[src/rtl/calc_key_sequencer_pkg.sv]
// Scan-code constants, state/key encodings and the display field bundle
// shared by the keypad calculator sequencer and its prefix filter.
package calc_pkg;

   localparam logic [7:0] SC_F0    = 8'hF0;
   localparam logic [7:0] SC_E0    = 8'hE0;
   localparam logic [7:0] SC_PLUS  = 8'h79;
   localparam logic [7:0] SC_MINUS = 8'h7B;
   localparam logic [7:0] SC_MUL   = 8'h7C;
   localparam logic [7:0] SC_EQ    = 8'h55;
   localparam logic [7:0] SC_ESC   = 8'h76;

   localparam logic [1:0] OP_ADD = 2'd0;
   localparam logic [1:0] OP_SUB = 2'd1;
   localparam logic [1:0] OP_MUL = 2'd2;

   localparam logic [3:0] NO_DIGIT = 4'hF;

   typedef enum logic [2:0] {
      S_A,
      S_OP,
      S_B,
      S_EQ,
      S_RES
   } state_t;

   typedef enum logic [2:0] {
      K_NONE,
      K_DIGIT,
      K_OP,
      K_EQ,
      K_ESC
   } key_t;

   typedef struct packed {
      logic [3:0] opa;
      logic [3:0] opb;
      logic [1:0] op;
      logic       a_vld;
      logic       op_vld;
      logic       b_vld;
      logic [6:0] res_mag;
      logic       res_neg;
      logic       res_vld;
   } fields_t;

   // Keypad digit scan codes are not contiguous; anything else maps to NO_DIGIT.
   function automatic logic [3:0] scan_to_digit(input logic [7:0] code);
      case (code)
         8'h70:   return 4'd0;
         8'h69:   return 4'd1;
         8'h72:   return 4'd2;
         8'h7A:   return 4'd3;
         8'h6B:   return 4'd4;
         8'h73:   return 4'd5;
         8'h74:   return 4'd6;
         8'h6C:   return 4'd7;
         8'h75:   return 4'd8;
         8'h7D:   return 4'd9;
         default: return NO_DIGIT;
      endcase
   endfunction

endpackage

[src/rtl/calc_key_sequencer_make_filter.sv]
// PS/2 prefix filter: drops E0 prefixes and whole F0 break pairs, and
// forwards every remaining byte as a registered one-cycle make strobe.
module ps2_make_filter
   import calc_pkg::*;
(
   input  logic       clk,
   input  logic       reset,
   input  logic [7:0] scan_code,
   input  logic       scan_valid,
   output logic       make_stb,
   output logic [7:0] make_code
);

   logic brk;

   always_ff @(posedge clk or posedge reset) begin
      if (reset) begin
         brk       <= 1'b0;
         make_stb  <= 1'b0;
         make_code <= 8'h00;
      end else begin
         make_stb <= 1'b0;
         if (scan_valid) begin
            if (scan_code == SC_F0) begin
               brk <= 1'b1;
            end else if (scan_code == SC_E0) begin
               brk <= brk;
            end else if (brk) begin
               brk <= 1'b0;
            end else begin
               make_stb  <= 1'b1;
               make_code <= scan_code;
            end
         end
      end
   end

endmodule

[src/rtl/calc_key_sequencer.sv]
// Keypad calculator sequencer: A, operator, B, '=' with single-digit operands.
// Define CALC_MUL_EN to accept keypad '*' (7C) as a multiply operator.
module calc_key_sequencer
   import calc_pkg::*;
#(
   parameter int TIMEOUT = 50_000_000,
   parameter int TO_W    = 26
) (
   input  logic       clk,
   input  logic       reset,
   input  logic [7:0] scan_code,
   input  logic       scan_valid,
   output logic [3:0] opa,
   output logic [3:0] opb,
   output logic [1:0] op,
   output logic       a_vld,
   output logic       op_vld,
   output logic       b_vld,
   output logic [6:0] res_mag,
   output logic       res_neg,
   output logic       res_vld,
   output logic       err
);

   logic            make_stb;
   logic [7:0]      make_code;
   state_t          state_q, state_d;
   fields_t         f_q, f_d;
   logic            err_q, err_d;
   logic [TO_W-1:0] to_cnt;
   logic            to_expire;
   key_t            key;
   logic [3:0]      key_digit;
   logic [1:0]      key_op;
   logic signed [4:0] diff;
   logic [6:0]      calc_mag;
   logic            calc_neg;

   ps2_make_filter u_filter (
      .clk        (clk),
      .reset      (reset),
      .scan_code  (scan_code),
      .scan_valid (scan_valid),
      .make_stb   (make_stb),
      .make_code  (make_code)
   );

   always_comb begin
      key_digit = scan_to_digit(make_code);
      key_op    = OP_ADD;
      key       = K_NONE;
      if (key_digit != NO_DIGIT) begin
         key = K_DIGIT;
      end else if (make_code == SC_PLUS) begin
         key = K_OP;
      end else if (make_code == SC_MINUS) begin
         key    = K_OP;
         key_op = OP_SUB;
`ifdef CALC_MUL_EN
      end else if (make_code == SC_MUL) begin
         key    = K_OP;
         key_op = OP_MUL;
`endif
      end else if (make_code == SC_EQ) begin
         key = K_EQ;
      end else if (make_code == SC_ESC) begin
         key = K_ESC;
      end
   end

   // Result from the latched operands; subtraction goes through 5-bit signed.
   always_comb begin
      diff     = $signed({1'b0, f_q.opa}) - $signed({1'b0, f_q.opb});
      calc_neg = 1'b0;
      calc_mag = {3'b000, f_q.opa} + {3'b000, f_q.opb};
      if (f_q.op == OP_SUB) begin
         calc_neg = diff[4];
         calc_mag = {2'b00, (diff[4] ? -diff : diff)};
      end
`ifdef CALC_MUL_EN
      else if (f_q.op == OP_MUL) begin
         calc_mag = {3'b000, f_q.opa} * {3'b000, f_q.opb};
      end
`endif
   end

   // A make strobe in the expiry cycle suppresses the auto-clear.
   assign to_expire = (TIMEOUT != 0) && (state_q != S_A) && !make_stb &&
                      (to_cnt == TO_W'(TIMEOUT - 1));

   always_ff @(posedge clk or posedge reset) begin
      if (reset) begin
         to_cnt <= '0;
      end else if ((TIMEOUT == 0) || make_stb || (state_q == S_A) || to_expire) begin
         to_cnt <= '0;
      end else begin
         to_cnt <= to_cnt + TO_W'(1);
      end
   end

   always_ff @(posedge clk or posedge reset) begin
      if (reset) begin
         state_q <= S_A;
         f_q     <= '0;
         err_q   <= 1'b0;
      end else begin
         state_q <= state_d;
         f_q     <= f_d;
         err_q   <= err_d;
      end
   end

   always_comb begin
      state_d = state_q;
      if (to_expire) begin
         state_d = S_A;
      end else if (make_stb) begin
         case (key)
            K_ESC:   state_d = S_A;
            K_DIGIT: begin
               case (state_q)
                  S_A:     state_d = S_OP;
                  S_B:     state_d = S_EQ;
                  S_RES:   state_d = S_OP;
                  default: state_d = state_q;
               endcase
            end
            K_OP:    if (state_q == S_OP) state_d = S_B;
            K_EQ:    if (state_q == S_EQ) state_d = S_RES;
            default: state_d = state_q;
         endcase
      end
   end

   // Illegal keys raise err and leave every field as it was.
   always_comb begin
      f_d   = f_q;
      err_d = 1'b0;
      if (to_expire) begin
         f_d = '0;
      end else if (make_stb) begin
         case (key)
            K_ESC: f_d = '0;
            K_DIGIT: begin
               case (state_q)
                  S_A: begin
                     f_d.opa   = key_digit;
                     f_d.a_vld = 1'b1;
                  end
                  S_OP: f_d.opa = key_digit;
                  S_B: begin
                     f_d.opb   = key_digit;
                     f_d.b_vld = 1'b1;
                  end
                  S_EQ: f_d.opb = key_digit;
                  default: begin
                     f_d.opa     = key_digit;
                     f_d.op_vld  = 1'b0;
                     f_d.b_vld   = 1'b0;
                     f_d.res_vld = 1'b0;
                  end
               endcase
            end
            K_OP: begin
               if (state_q == S_OP) begin
                  f_d.op     = key_op;
                  f_d.op_vld = 1'b1;
               end else if (state_q == S_B) begin
                  f_d.op = key_op;
               end else begin
                  err_d = 1'b1;
               end
            end
            K_EQ: begin
               if (state_q == S_EQ) begin
                  f_d.res_mag = calc_mag;
                  f_d.res_neg = calc_neg;
                  f_d.res_vld = 1'b1;
               end else begin
                  err_d = 1'b1;
               end
            end
            default: f_d = f_q;
         endcase
      end
   end

   assign opa     = f_q.opa;
   assign opb     = f_q.opb;
   assign op      = f_q.op;
   assign a_vld   = f_q.a_vld;
   assign op_vld  = f_q.op_vld;
   assign b_vld   = f_q.b_vld;
   assign res_mag = f_q.res_mag;
   assign res_neg = f_q.res_neg;
   assign res_vld = f_q.res_vld;
   assign err     = err_q;

endmodule
[config.mk]
export PLATFORM = sky130hd
export DESIGN_NAME = calc_key_sequencer
export DESIGN_NICKNAME = d
export VERILOG_FILES = /design/src/rtl/calc_key_sequencer_pkg.sv /design/src/rtl/calc_key_sequencer_make_filter.sv /design/src/rtl/calc_key_sequencer.sv
export SDC_FILE = /design/constraint.sdc
export NUM_CORES = 1
export LEC_CHECK = 0
export ABC_AREA = 1
export BUFFER_PORTS_ARGS = -buffer_cell sky130_fd_sc_hd__buf_2
export CORE_UTILIZATION = 44
export DETAILED_ROUTE_END_ITERATION = 10
export PLACE_DENSITY_LB_ADDON = 0.3
export SLEW_MARGIN = 30
export SYNTH_ARGS = -nofsm -noshare
export SYNTH_HDL_FRONTEND = slang
export SYNTH_SLANG_ARGS = --single-unit
[constraint.sdc]
create_clock -name clk -period 2.7 [get_ports clk]
set_clock_uncertainty 0.2 [all_clocks]
set_input_delay 0.135 -clock clk [delete_from_list [all_inputs] [get_ports clk]]
set_output_delay 0.135 -clock clk [all_outputs]
set_load 0.1 [all_outputs]
; After elaboration in Yosys (flattened, before gate mapping)
; Cells that the tools add are included.
; W data, S select, Z words.
[totals]
reg_bits = 62
latch_bits = 0
ramBits = 0
mem_bits_ro = 0
input_bits = 11
out_inout_bits = 23
elab_cells = 137
memories = 0
[classes]
n_addsub = 4
mul = 0
n_div = 0
magnitude_cmp = 0
eq_ne = 37
shifts = 0
n_mux = 49
bitwise = 3
n_reduce_logical = 29
[op_table]
columns = operator, count
row1 = $eq A8 B7 Y1 const B, 14
row2 = $mux W22, 2
row3 = $pmux W4 S10, 1
row4 = $pmux W8 S2, 2
row5 = $mux W3, 9
row6 = $add A26 B1 Y26 const B, 1
row7 = $eq A26 B26 Y1 const B, 1
row8 = $mux W26, 1
row9 = $ne A3 B3 Y1 const B, 7
row10 = $mux W1, 18
row11 = $reduce_and A3 Y1, 6
row12 = $eq A8 B8 Y1 const B, 2
row13 = $eq A3 B2 Y1 const B, 4
row14 = $ne A4 B4 Y1 const B, 3
row15 = $pmux W3 S4, 1
row16 = $reduce_and A4 Y1, 3
row17 = $reduce_bool A3 Y1, 4
row18 = $mux W5, 2
row19 = $mux W9, 1
row20 = $mux W4, 2
row21 = $pmux W1 S2, 4
row22 = $reduce_bool A4 Y1, 2
row23 = $eq A3 B1 Y1 const B, 2
row24 = $eq A3 B3 Y1 const B, 2
row25 = other kinds (21), 28

; Longest topological paths before layout
[logic_depth]
ltp_word = 10
ltp_mapped = 14
depth_no_buf = 14

; Modules after synthesis
; From an unflattened synthesis, not the netlist that was laid out.
[hier_totals]
cells_unflattened = 530
area_unflattened_um2 = 3738.6
[by_module_without_submodules]
columns = mod, n_inst, cells_per_inst, area_each_um2, seq_area_each_um2
row1 = calc_key_sequencer, 1, 474, 3276.9, 1226.2
row2 = ps2_make_filter, 1, 56, 461.7, 250.2

; Worst setup path after synthesis
; OpenSTA, ideal clock, no wires.
[synth_path]
path_kind = register -> register
from = reg f_q, in the netlist opb[0]
to = reg f_q, in the netlist res_mag[4]
setup_ps = 125
arrival_ps = 2387
required_time_ps = 2375
path_slack_ps = -12
path_stages_with_launch = 11
path_buffers = 0
period_less_slack_ps = 2712
cell_sequence = dfrtp_1 -> ha_1 -> inv_1 -> fa_1 -> inv_1 -> ha_1 -> inv_1 -> nor2_1 -> a31o_2 -> nand2_1 -> o21ai_1
[synth_via]
elab_chain_cells = 8
elab_cells_between_ends = 9
cone_classes = 3 x add/sub / 6 x mux
[synth_lines]
columns = item, line
row1 = start: declaration, calc_key_sequencer.sv:28  ; fields_t f_q, f_d;
row2 = start signal: assignment, calc_key_sequencer.sv:104  ; f_q <= '0;
row3 = start signal: assignment, calc_key_sequencer.sv:108  ; f_q <= f_d;
row4 = $sub A4 B4 Y5, calc_key_sequencer.sv:73  ; diff = $signed({1'b0, f_q.opa}) - $signed({1'b0, f_q.opb});
row5 = $neg A5 Y5, calc_key_sequencer.sv:78  ; calc_mag = {2'b00, (diff[4] ? -diff : diff)};
row6 = $mux W5, calc_key_sequencer.sv:78
row7 = $mux W5 *, calc_key_sequencer.sv:76  ; if (f_q.op == OP_SUB) begin
row8 = $mux W9 *, calc_key_sequencer.sv:175  ; if (state_q == S_EQ) begin
row9 = $pmux W8 S2 *, calc_key_sequencer.sv:142  ; case (key)
row10 = $mux W22 *, calc_key_sequencer.sv:141  ; end else if (make_stb) begin
row11 = $mux W22 *, calc_key_sequencer.sv:139  ; if (to_expire) begin
; Every way passes the cells marked *; elsewhere a longest branch is shown, timed or not. The select of a mux whose other input is x is not followed.
; A chain may end at the register's enable or synchronous reset.

; Worst setup path in the final report
[layout_path]
from = reg f_q, in the netlist opa[0]
to = reg f_q, in the netlist res_mag[3]
; The elaborated chain is that of the path after synthesis.

==> metrics.md <==
| Metric | Value |
|---|---|
| GPL Wtd Cong | 0.8562 |
| Net count, final | 596 |
| CTS H-Tree Depth | 3 |
| Clk_lat worst skew | 350 ps |
| Starting density of the core | 45.74% |
| CTS max path bufs | 2 |
| Crit path launch type | flop |
| RSZ-0062 raised after global routing | no |
| Pins Over Slew Limit | 0 |
| Root buffer cell | clkbuf_8 |
| Synth-to-Final Area Change | 15.23% |
| Remaining DRCs | 0 |
| Port bufs | 30 |
| Finished Cell Area | 0.004374 mm^2 |
| Row count | 33 |
| Max cap viols | 0 |
| Number of gates resized after CTS | 0 |
| Syn Inst Count | 525 |
| Die width | 94.89 um |
| Die Ht | 94.89 um |
| Register bit total from synthesis | 59 |
| Crit path capture type | flop |
| Minimum clock period | 2254 ps |
| Ys async rst share | 100.0% |
| Total GRT Usage | 21.32% |
| Largest net degree at the start of global routing | 29 |
| Crit Path Class | reg -> reg |
| Pleak | 2.192 nW |
| First-pass GRT wire length | 14860 um |
| R2R setup slack | 450 ps |
| Avg WL per Cell | 12.44 um |
| Via count | 3519 |
| Drt pass-1 iters | 5 |
| Worst Max-Slew Pin Slew | 768.4 ps |
| Max Fclk | 443.7 MHz |
| Die Area | 0.009003 mm^2 |
| Number of enable flip-flop cells after synthesis | 0 |
| Vias in the first global route | 3349 |
| Mean post-synth cell area | 7.231 um^2 |
| Synthesis Warnings | 0 |
| Post-route ant nets | 0 |
| Main flop type after synthesis | dfrtp_1 |
| Vias per cell | 5.152 |
| I/O pins | 34 |
| Slew margin rel. | 48.59% |
| Initial antenna violation count | 0 |
| DP HPWL | 6381 um |
| Number of distinct library cells after synthesis | 41 |
| Iteration-0 DRC Markers | 208 |
| Final-report hold violation count | 0 |
| Maximum vdd drop | 284.4 uV |
| Worst EP arrival | 2330 ps |
| Fraction of layout cells with a size suffix above 1 | 15.22% |
| Placed cell area | 0.004038 mm^2 |
| Worst endpoint required time | 2780 ps |
| Grt total ovfl | 0 |
| Setup total negative slack | 0 ps |
| Cts bufs inserted | 9 |
| Worst Hold Class | in -> async |
| Post-route clock period utilization | 83.47% |
| Num Clock Sinks | 59 |
| Mapped Area | 0.003796 mm^2 |
| Final wirelength | 8494 um |
| Core area | 0.008299 mm^2 |
| Crit-path max FO | 4 |
| # diodes | 0 |
| Register area share after synthesis | 38.89% |
| Power Dens Cells | 503.3 mW/mm^2 |
| TritonCTS clock tree | built |
| Final setup violation count | 0 |
| Outcome | complete, no violations |
| Reg clk slew, reported paths | 70 ps |
==> sequential cells by signal (all words and copies together), names as in the netlist, 3 cells and up <==
signal and flops:
u_filter.make_code 8, opa 4, to_cnt 26, state_q 3, res_mag 5, opb 4
==> path summary, 6_finish.rpt <==
check,startpoint,end,cells after the start
worst max-delay path,opa[0]$_DFFE_PP0P_,res_mag[3]$_DFFE_PP0P_,11
worst min-delay path,reset,u_filter.make_code[0]$_DFFE_PP0P_,3
worst max register to register,opa[0]$_DFFE_PP0P_,res_mag[3]$_DFFE_PP0P_,11
worst min register to register,to_cnt[0]$_DFF_PP0_,to_cnt[0]$_DFF_PP0_,1
max in group asynchronous,reset,opb[0]$_DFFE_PP0P_,4
min in group clk,to_cnt[0]$_DFF_PP0_,to_cnt[0]$_DFF_PP0_,1
==> metal layers <==
layer  up-vias  global-route usage (%)  wire length (um)
met3        16                   3.623               376
met4         0                   9.217               142
li1       1791                       -                 -
met5         -                       0                 0
met1      1622                   28.84              4162
met2        90                   33.51              3813
==> cell families (layout without fill, tap and decap cells) <==
| logic type | Yosys count | count (layout) | synth area share, % |
|---|---|---|---|
| fa+ha+maj | 12 | 12 | 4.351 |
| xor+xnor | 7 | 7 | 1.615 |
| buf+inv | 81 | 132 | 8.998 |
| flops | 59 | 59 | 38.89 |
| compound gates | 64 | 64 | 9.294 |
| other cells | 1 | 3 | 0.09878 |
| simple gates | 301 | 301 | 36.75 |
==> critical path: stages, from the launching register on <==
cell     delay [ps]
dfrtp_1         420
inv_1            70
ha_1            140
inv_1            60
fa_1            420
xnor2_1         310
nand3_1         150
nand2_1          80
nand2_1          50
nand3_1          80
nand3_1          80
o21ai_1         120
==> stage by stage <==
| stage | total power, mW | setup WS (ps) | utilization (%) | cells | hold WS (ps) |
|---|---|---|---|---|---|
| after floorplan | 1.210 | 25.62 | - | 527 | 24.82 |
| after global placement | 1.271 | 541.1 | 48.65 | 656 | 43.30 |
| after detailed placement | 1.280 | 465.7 | 48.65 | 656 | 49.97 |
| after CTS | 2.214 | 449.1 | 52.71 | 683 | 226.4 |
| after global routing | 2.305 | 298.4 | 52.71 | 683 | 272.6 |
| final | 2.201 | 446.2 | 52.71 | 683 | 210.7 |
==> power breakdown <==
| group | total, mW | internal (mW) | switching, mW | leakage [nW] |
|---|---|---|---|---|
| combinational | 0.331 | 0.0892 | 0.242 | 1.27 |
| clock | 0.925 | 0.565 | 0.360 | 0.119 |
| sequential | 0.946 | 0.914 | 0.0322 | 0.805 |
==> repair_timing <==
item,in CTS,in global routing
hold buffers,11,0
hold endpoints to repair,35,0
buffers inserted,0,0
==> cell usage in the layout, fill, tap and decap left out, drive strengths merged, types with 15 or more instances in the layout <==
master | synthesis | routed
dfrtp | 59 | 59
nand2 | 145 | 145
nor2 | 71 | 71
a21oi | 26 | 26
nor3 | 20 | 20
o21ai | 26 | 26
nand3 | 43 | 43
buf | 7 | 33
nand4 | 15 | 15
inv | 72 | 72
==> cell type report <==
class	count	area, um^2
fillers	796	3925
well taps	105	131.4
repair buffers	44	282.8
clock buffers	11	151.4
multi-input cells	387	1986
inverters	72	270.3
flip-flops and latches	59	1478
clock inverters	5	75.07
==> cells in the mapped netlist (all sizes together) (3+ instances only) <==
library cell	instances	area (um^2)
dfrtp	59	1476
a211oi	3	22.52
nand4	15	93.84
o21a	4	30.03
xor2	4	35.03
nand3	43	232.7
xnor2	3	26.28
nand2	145	594.3
nor3	20	105.1
inv	72	270.3
o21ai	26	133.9
nor2	71	306.5
ha	10	125.1
a21oi	26	130.1
buf	7	63.81
Note: power is estimated with default switching activity, not from simulation.
